`src/rtl/logger_uart_mc.sv`:
```
// Multi-source error logger: captures {src, instr, pc} events into a FIFO and
// streams each as an uppercase ASCII hex line to a UART TX over valid/ready.
module logger_uart_mc #(
  parameter int unsigned NUM_SRC    = 4,
  parameter int unsigned DATA_W     = 32,
  parameter int unsigned FIFO_DEPTH = 4,
  parameter int unsigned ONESHOT    = 0,
  parameter int unsigned CRLF       = 1
) (
  input  logic                          clk,
  input  logic                          rst,
  input  logic [NUM_SRC-1:0]            err_valid,
  input  logic [NUM_SRC*DATA_W-1:0]     err_instr,
  input  logic [NUM_SRC*DATA_W-1:0]     err_pc,
  output logic [7:0]                    uart_data,
  output logic                          uart_valid,
  input  logic                          uart_ready,
  output logic                          busy,
  output logic [7:0]                    drop_cnt,
  output logic [$clog2(FIFO_DEPTH):0]   fifo_level
);

  localparam int unsigned AW      = $clog2(FIFO_DEPTH);
  localparam int unsigned LW      = AW + 1;
  localparam int unsigned H       = DATA_W / 4;
  localparam int unsigned MSG_LEN = 20 + DATA_W / 2 + 2 * CRLF;
  localparam int unsigned EW      = 4 + 2 * DATA_W;
  localparam logic [7:0]  LAST    = 8'(MSG_LEN - 1);
  localparam logic [63:0] PRE     = "RV32I: E";
  localparam logic [23:0] MID     = " 0x";
  localparam logic [63:0] PCS     = " @ PC 0x";

  typedef enum logic [1:0] {IDLE, LOAD, SEND} state_t;

  state_t              state, state_n;
  logic [EW-1:0]       mem [FIFO_DEPTH];
  logic [AW-1:0]       wr_ptr, rd_ptr;
  logic [LW-1:0]       level_n;
  logic [3:0]          win;
  logic                any_valid, multi, armed, full, push, pop, drop_evt;
  logic [DATA_W-1:0]   win_instr, win_pc;
  logic [EW-1:0]       head;
  logic [3:0]          msg_src;
  logic [DATA_W-1:0]   msg_instr, msg_pc;
  logic [7:0]          byte_idx, idx_n, data_n;
  logic                valid_n;

  function automatic logic [7:0] hex_char(input logic [3:0] n);
    return (n < 4'd10) ? (8'h30 + {4'h0, n}) : (8'h37 + {4'h0, n});
  endfunction

  function automatic logic [3:0] nib(input logic [DATA_W-1:0] v, input int unsigned k);
    logic [DATA_W-1:0] t;
    t = v << (4 * k);
    return t[DATA_W-1 -: 4];
  endfunction

  function automatic logic [7:0] msg_byte(input int unsigned i, input logic [3:0] s,
                                          input logic [DATA_W-1:0] ins,
                                          input logic [DATA_W-1:0] pc);
    logic [7:0] b;
    b = 8'h0A;
    if (i < 8)               b = 8'(PRE >> (8 * (7 - i)));
    else if (i == 8)         b = hex_char(s);
    else if (i < 12)         b = 8'(MID >> (8 * (11 - i)));
    else if (i < 12 + H)     b = hex_char(nib(ins, i - 12));
    else if (i < 20 + H)     b = 8'(PCS >> (8 * (19 + H - i)));
    else if (i < 20 + 2 * H) b = hex_char(nib(pc, i - 20 - H));
    else if (i == 20 + 2 * H) b = 8'h0D;
    return b;
  endfunction

  // Lowest-index asserted source wins; any second asserted bit is a drop.
  always_comb begin
    win       = '0;
    any_valid = 1'b0;
    for (int unsigned i = 0; i < NUM_SRC; i++) begin
      if (err_valid[i] && !any_valid) begin
        win       = 4'(i);
        any_valid = 1'b1;
      end
    end
  end

  assign multi     = |(err_valid & (err_valid - NUM_SRC'(1)));
  assign win_instr = err_instr[win * DATA_W +: DATA_W];
  assign win_pc    = err_pc[win * DATA_W +: DATA_W];
  assign full      = (fifo_level == LW'(FIFO_DEPTH));
  assign pop       = (state == LOAD);
  assign push      = armed && any_valid && (!full || pop);
  assign drop_evt  = armed && any_valid && (multi || !push);
  assign head      = mem[rd_ptr];
  assign busy      = (state != IDLE) || (fifo_level != '0);

  always_comb begin
    level_n = fifo_level;
    if (push && !pop)      level_n = fifo_level + LW'(1);
    else if (!push && pop) level_n = fifo_level - LW'(1);
  end

  always_comb begin
    state_n = state;
    valid_n = uart_valid;
    data_n  = uart_data;
    idx_n   = byte_idx;
    unique case (state)
      IDLE: if (fifo_level != '0) state_n = LOAD;
      LOAD: begin
        idx_n   = '0;
        valid_n = 1'b1;
        data_n  = msg_byte(0, head[EW-1 -: 4], head[2*DATA_W-1 -: DATA_W], head[DATA_W-1:0]);
        state_n = SEND;
      end
      SEND: if (uart_valid && uart_ready) begin
        if (byte_idx == LAST) begin
          valid_n = 1'b0;
          state_n = (level_n != '0) ? LOAD : IDLE;
        end else begin
          idx_n  = byte_idx + 8'd1;
          data_n = msg_byte(32'(byte_idx) + 32'd1, msg_src, msg_instr, msg_pc);
        end
      end
      default: state_n = IDLE;
    endcase
  end

  always_ff @(posedge clk) begin
    if (push) mem[wr_ptr] <= {win, win_instr, win_pc};
  end

  always_ff @(posedge clk or posedge rst) begin
    if (rst) begin
      state      <= IDLE;
      uart_valid <= 1'b0;
      uart_data  <= '0;
      byte_idx   <= '0;
      fifo_level <= '0;
      wr_ptr     <= '0;
      rd_ptr     <= '0;
      drop_cnt   <= '0;
      armed      <= 1'b1;
      msg_src    <= '0;
      msg_instr  <= '0;
      msg_pc     <= '0;
    end else begin
      state      <= state_n;
      uart_valid <= valid_n;
      uart_data  <= data_n;
      byte_idx   <= idx_n;
      fifo_level <= level_n;
      if (push) wr_ptr <= wr_ptr + AW'(1);
      if (pop) begin
        rd_ptr    <= rd_ptr + AW'(1);
        msg_src   <= head[EW-1 -: 4];
        msg_instr <= head[2*DATA_W-1 -: DATA_W];
        msg_pc    <= head[DATA_W-1:0];
      end
      if (drop_evt && drop_cnt != '1) drop_cnt <= drop_cnt + 8'd1;
      if (ONESHOT != 0 && push) armed <= 1'b0;
    end
  end

endmodule

```
`config.mk`:
```
export PLATFORM = sky130hd
export DESIGN_NAME = logger_uart_mc
export DESIGN_NICKNAME = d
export VERILOG_FILES = /design/src/rtl/logger_uart_mc.sv
export SDC_FILE = /design/constraint.sdc
export NUM_CORES = 1
export LEC_CHECK = 0
export BUFFER_PORTS_ARGS = -buffer_cell sky130_fd_sc_hd__buf_2
export CAP_MARGIN = 30
export CORE_AREA = 2 2 110 112
export CTS_CLUSTER_DIAMETER = 30
export CTS_CLUSTER_SIZE = 8
export DETAILED_ROUTE_END_ITERATION = 16
export DIE_AREA = 0 0 112 114
export SYNTH_ARGS = -nofsm -noshare
export SYNTH_HDL_FRONTEND = slang
export SYNTH_SLANG_ARGS = --single-unit
```
`constraint.sdc`:
```
create_clock -name clk -period 3.6 [get_ports clk]
set_input_delay 0.36 -clock clk [delete_from_list [all_inputs] [get_ports clk]]
set_output_delay 0.36 -clock clk [all_outputs]
set_load 0.03 [all_outputs]
```
==> Yosys cells after proc, flatten, opt, wreduce, memory -nomap -nowiden <==
Memory sizes are Yosys's and may differ from the RTL's. A register that Yosys moved wholly into a read port is not among the register bits.
Index checks and enable logic that the tools add are counted.
{ "classes": {"reduce_logical": 28, "n_bitwise": 1, "addsub": 20, "n_mux": 35, "shifts": 7, "n_eq_ne": 11, "order_cmp": 8} }
{ "op_table": {"columns": ["operator", "n"], "rows": [
  ["$shiftx 128x10->32", 2],
  ["$mux 8", 9],
  ["$shl 32x32->32", 2],
  ["$shr 63x32->8 const A", 1],
  ["$shr 62x32->8 const A", 1],
  ["$add 6x4->7 const A", 6],
  ["$pmux 8 s2", 2],
  ["$shr 22x32->8 const A", 1],
  ["$mux 7", 4],
  ["$lt 9x4->1 const B", 2],
  ["$lt 9x5->1 const B", 2],
  ["$add 8x1->8 const B", 2],
  ["$lt 4x4->1 const B", 3],
  ["$sub 10x5->11 const B", 1],
  ["$logic_and 1x1->1", 10],
  ["$mux 1", 10],
  ["$mux 2", 5],
  ["$sub 3x9->10 const A", 1],
  ["$sub 4x9->10 const A", 1],
  ["$sub 5x9->10 const A", 1],
  ["$sub 9x4->10 const B", 1],
  ["$sub 9x5->10 const B", 1],
  ["$add 8x1->9 const B", 1],
  ["$eq 9x4->1 const B", 1],
  ["other kinds (23)", 40]
]} }
{ "word_totals": {"register_bits": 38, "memories": 1, "ram_bits": 264, "out_inout_bits": 21, "elab_cells": 120, "input_bits": 263} }
{ "memory_table": {"columns": ["name", "depth", "width", "read_ports", "rd_ports_with_merged_regs", "write_ports", "line_no", "source"], "rows": [
  ["mem", 4, 66, 1, 1, 1, "36", "logic [EW-1:0] mem [FIFO_DEPTH];"]
]} }

==> Longest topological paths before layout <==
{ "logic_depth": {"ltp_word": 21, "mapped_depth": 12} }

==> Least setup slack after synthesis <==
No wires, ideal clock.
{ "synth_path": {"path_kind": "flip-flop to flip-flop", "start": "reg byte_idx[0]", "end": "reg uart_data[4]", "t_arrival_ns": 2.628, "t_required_ns": 3.513, "slack_ns": 0.885, "path_buffers": 1, "path_stages_with_launch": 12, "path_cell_list": "dfrtp_1 ha_1 and3_1 buf_2 xnor2_2 ha_1 inv_1 a21oi_1 a21oi_1 a311o_1 a2111o_1 o211ai_1"} }
{ "synth_between": {"elab_chain_len": 15} }
{ "synth_lines": {"columns": ["element", "line_no", "source"], "rows": [
  ["start, declared", "45", "logic [7:0] byte_idx, idx_n, data_n;"],
  ["start signal, assigned", "149", "byte_idx <= idx_n;"],
  ["$add 8x1->9", "120", "data_n = msg_byte(32'(byte_idx) + 32'd1, msg_src, msg_instr, msg_pc);"],
  ["$sub 9x5->10", "68", "else if (i < 20 + 2 * H) b = hex_char(nib(pc, i - 20 - H));"],
  ["$sub 10x5->11", "68", null],
  ["$shl 32x32->32", "54", "t = v << (4 * k);"],
  ["$add 6x4->7 / $lt 4x4->1 (equally long branches)", "49", "return (n < 4'd10) ? (8'h30 + {4'h0, n}) : (8'h37 + {4'h0, n});"],
  ["$mux 7", "49", null],
  ["$mux 7", "68", null],
  ["$mux 8", "67", "else if (i < 20 + H) b = 8'(PCS >> (8 * (19 + H - i)));"],
  ["$mux 8", "66", "else if (i < 12 + H) b = hex_char(nib(ins, i - 12));"],
  ["$mux 8", "65", "else if (i < 12) b = 8'(MID >> (8 * (11 - i)));"],
  ["$mux 8", "64", "else if (i == 8) b = hex_char(s);"],
  ["$mux 8", "63", "if (i < 8) b = 8'(PRE >> (8 * (7 - i)));"],
  ["$mux 8", "115", "if (byte_idx == LAST) begin"],
  ["$mux 8", "114", "SEND: if (uart_valid && uart_ready) begin"],
  ["$pmux 8 s2", "106", "unique case (state)"],
  ["end signal, assigned", "148", "uart_data <= data_n;"],
  ["end, declared", "15", "output logic [7:0] uart_data,"]
]} }
Parallel ways exist; a longest one is shown, timed or not. The select of a mux whose other input is x is not followed.
A chain may end at the register's enable or synchronous reset.

==> Worst setup path in the final report <==
Same ends and word-level chain as after synthesis.

==> impl_metrics.csv <==
group,metric,value,unit
floorplan,core.rowCount,40,
cts,cts_hold_buf,0,
cts,path_clk_slew,0.06,ns
synthesis,post_synth.cell_area_avg,8.39,µm²
synthesis,synth_edf_count,0,
cts,clkSinkCount,21,
synthesis,synth_top_area_cell,"dfrtp_1",
drt,wirelength,5.01,mm
grt,grt_pass1_wl,8.37,mm
cts,ctsResizeCount,0,
sta,setup_viol,0,
critical_path,r2r_start,"byte_idx[0]",
floorplan,start_util,17.5,%
critical_path,critPathLaunchType,"flip-flop",
run,maxCapViolations,0,
power_and_ir_drop,power,0.000490,W
layout,synthToLayoutAreaGrowth,13.3,%
sta,slew_viol_final,0,
layout,antenna_cells,0,
floorplan,core,11700,µm²
floorplan,die_w,112,µm
cts,h-tree-depth,1,
sta,slew_headroom,45.3,%
worst_hold_path,worstHoldPathType,"in2async",
placement,hpwlAfterDp,3.75,mm
sta,final-hold-violation-count,0,
power_and_ir_drop,irDropWorstVdd,0.000126,V
drt,first_pass_iters,4,
floorplan,die_area,12800,µm²
synthesis,async_flop_share,100,%
critical_path,end_kind,"flip-flop",
critical_path,arrival,3.15,ns
grt,antenna_found_initial,0,
grt,grt-ovfl-total,0,
drt,route.detailed.drc,0,
synthesis,yosysWarnings,1,
cts,clock_tree.root_cell,"clkbuf_16",
floorplan,die_y,114,µm
synthesis,syn_area,2050,µm²
power_and_ir_drop,power_density,211,nW/µm²
synthesis,synth_cell_type_count,61,
sta,finClkSkew,0.00124,ns
critical_path,cp.required,3.77,ns
cts,cts_tree,"yes",
drt,via_per_inst,4.54,
synthesis,synth-main-ff-cell,"dfrtp_1",
critical_path,critical_path_class,"reg2reg",
cts,cts_buffers,3,
drt,drtIter0Drc,157,
synthesis,synth_top_area_share,25.6,%
layout,nNetsFinal,536,
synthesis,yosys-top-cells-count,"24 x nand2_1, 21 x dfrtp_1, 18 x ha_1",
grt,grt_max_degree,25,
sta,tightest_slew,0.820,ns
placement,place.gp.congestion,0.820,
sta,period_share,82.9,%
sta,finalSetupTns,0,ns
placement,portBuffers,14,
cts,clock_latency,0.25,ns
power_and_ir_drop,power_leakage,1.00,nW
synthesis,ys_ff_latch,21,
sta,fin_crit,2.98,ns
floorplan,ioPinCount,284,
drt,wire_per_inst,12.5,µm
synthesis,ys_seq_area_share,25.6,%
critical_path,critical_path.startpoint,"byte_idx[0]",
cts,clock_tree.buffer_depth,2,
drt,ant_nets,0,
layout,drive_gt1_share,15.7,%
sta,rsz0062_at_grt,"false",
drt,vias,1819,
critical_path,reg2reg_slack,0.62,ns
synthesis,yosysMostFrequentCell,"nand2_1",
critical_path,cp_max_fo,24,
sta,max_clock_freq,335,MHz
run_status,run_status,"completed",
synthesis,synth_area_leaders,"dfrtp_1 26%, ha_1 11%, nand2_1 4.4%",
synthesis,synth_cells,245,
grt,first_global_vias,1739,
cts,cts_setup_buffers,0,
grt,grt_usage,7.87,%
## report_power, final
part | switching, W | internal, W | total [W] | leakage [nW]
clock | 0.0000851 | 0.000149 | 0.000234 | 0.0409
combinational | 0.0000185 | 0.00000119 | 0.0000197 | 0.685
sequential | 0 | 0.000236 | 0.000236 | 0.278
total | 0.000104 | 0.000386 | 0.000490 | 1.00
## critical path: stages, from the launching register on
cell,delay (ns)
dfrtp_1,0.36
buf_4,0.28
nand3_2,0.22
xnor2_1,0.19
buf_4,0.17
inv_1,0.20
ha_1,0.24
inv_1,0.08
a21oi_1,0.19
a21oi_1,0.10
a311o_1,0.36
a2111o_1,0.42
o211ai_1,0.08
## layer usage
layer	wire (µm)	global-route usage, %	up-vias
met5	0	0	-
met4	94	4.31	0
met3	230	1.06	4
met2	2380	13.2	45
met1	2310	9.85	878
li1	-	-	892
## cell usage in the layout, fill, tap and decap left out, drive strengths merged, types with 5 or more instances in the layout
cell,count
nand2,24
dfrtp,21
buf,21
ha,18
nor2,17
o21ai,17
inv,15
conb,9
a21oi,8
nand3,8
nor3,6
and3,5
a21o,5
o31ai,5
nand4,5
a221oi,5
## kinds of logic (layout without fill, tap and decap cells)
kind of cell / after synthesis / after routing / synth area share [%]
XOR/XNOR: 8 / 8 / 4.45
AND/OR/NAND/NOR: 86 / 86 / 22.5
flip-flops: 21 / 21 / 25.6
other: 1 / 9 / 0.183
AO/OA/AOI/OAI: 71 / 71 / 26.1
adder cells (fa/ha/maj): 18 / 18 / 11.0
multiplexers: 1 / 1 / 0.548
buffers and inverters: 39 / 40 / 9.74
## final cells by class
cell class,count,area [µm²]
well taps,147,184
repair buffers,21,123
clock inverters,1,5.00
flip-flops and latches,21,526
clock buffers,3,75.1
fillers,1326,9380
inverters,15,56.3
multi-input cells,193,1360
## flip-flops by register name (all words and copies together) (netlist names)
register and flops:
fifo_level 3, uart_valid 1, byte_idx 8, state 2
uart_data 7
## worst paths after layout
| path | end | depth (start not counted) |
|---|---|---|
| setup / recovery | uart_data[4] | 12 |
| hold / removal | uart_data[6] | 2 |
| setup reg to reg | uart_data[4] | 12 |
| hold reg to reg | uart_data[3] | 2 |
| max in group asynchronous | byte_idx[6] | 2 |
| min in group clk | uart_valid | 4 |
## per-stage QoR
| stage | util [%] | setup WS (ns) | cells | cell area (µm²) | hold slack [ns] |
|---|---|---|---|---|---|
| 6_report | 19.9 | 0.616 | 401 | 2330 | 0.261 |
| 5_1_grt | 19.9 | 0.422 | 401 | 2330 | 0.337 |
| 4_1_cts | 19.9 | 0.669 | 401 | 2330 | 0.295 |
| 3_5_place_dp | 19.2 | 0.699 | 397 | 2250 | 0.499 |
| 3_3_place_gp | 19.2 | 0.712 | 397 | 2250 | 0.500 |
| 2_1_floorplan | - | 0.885 | 253 | 2080 | 0.337 |
Note: power is estimated with default switching activity, not from simulation.
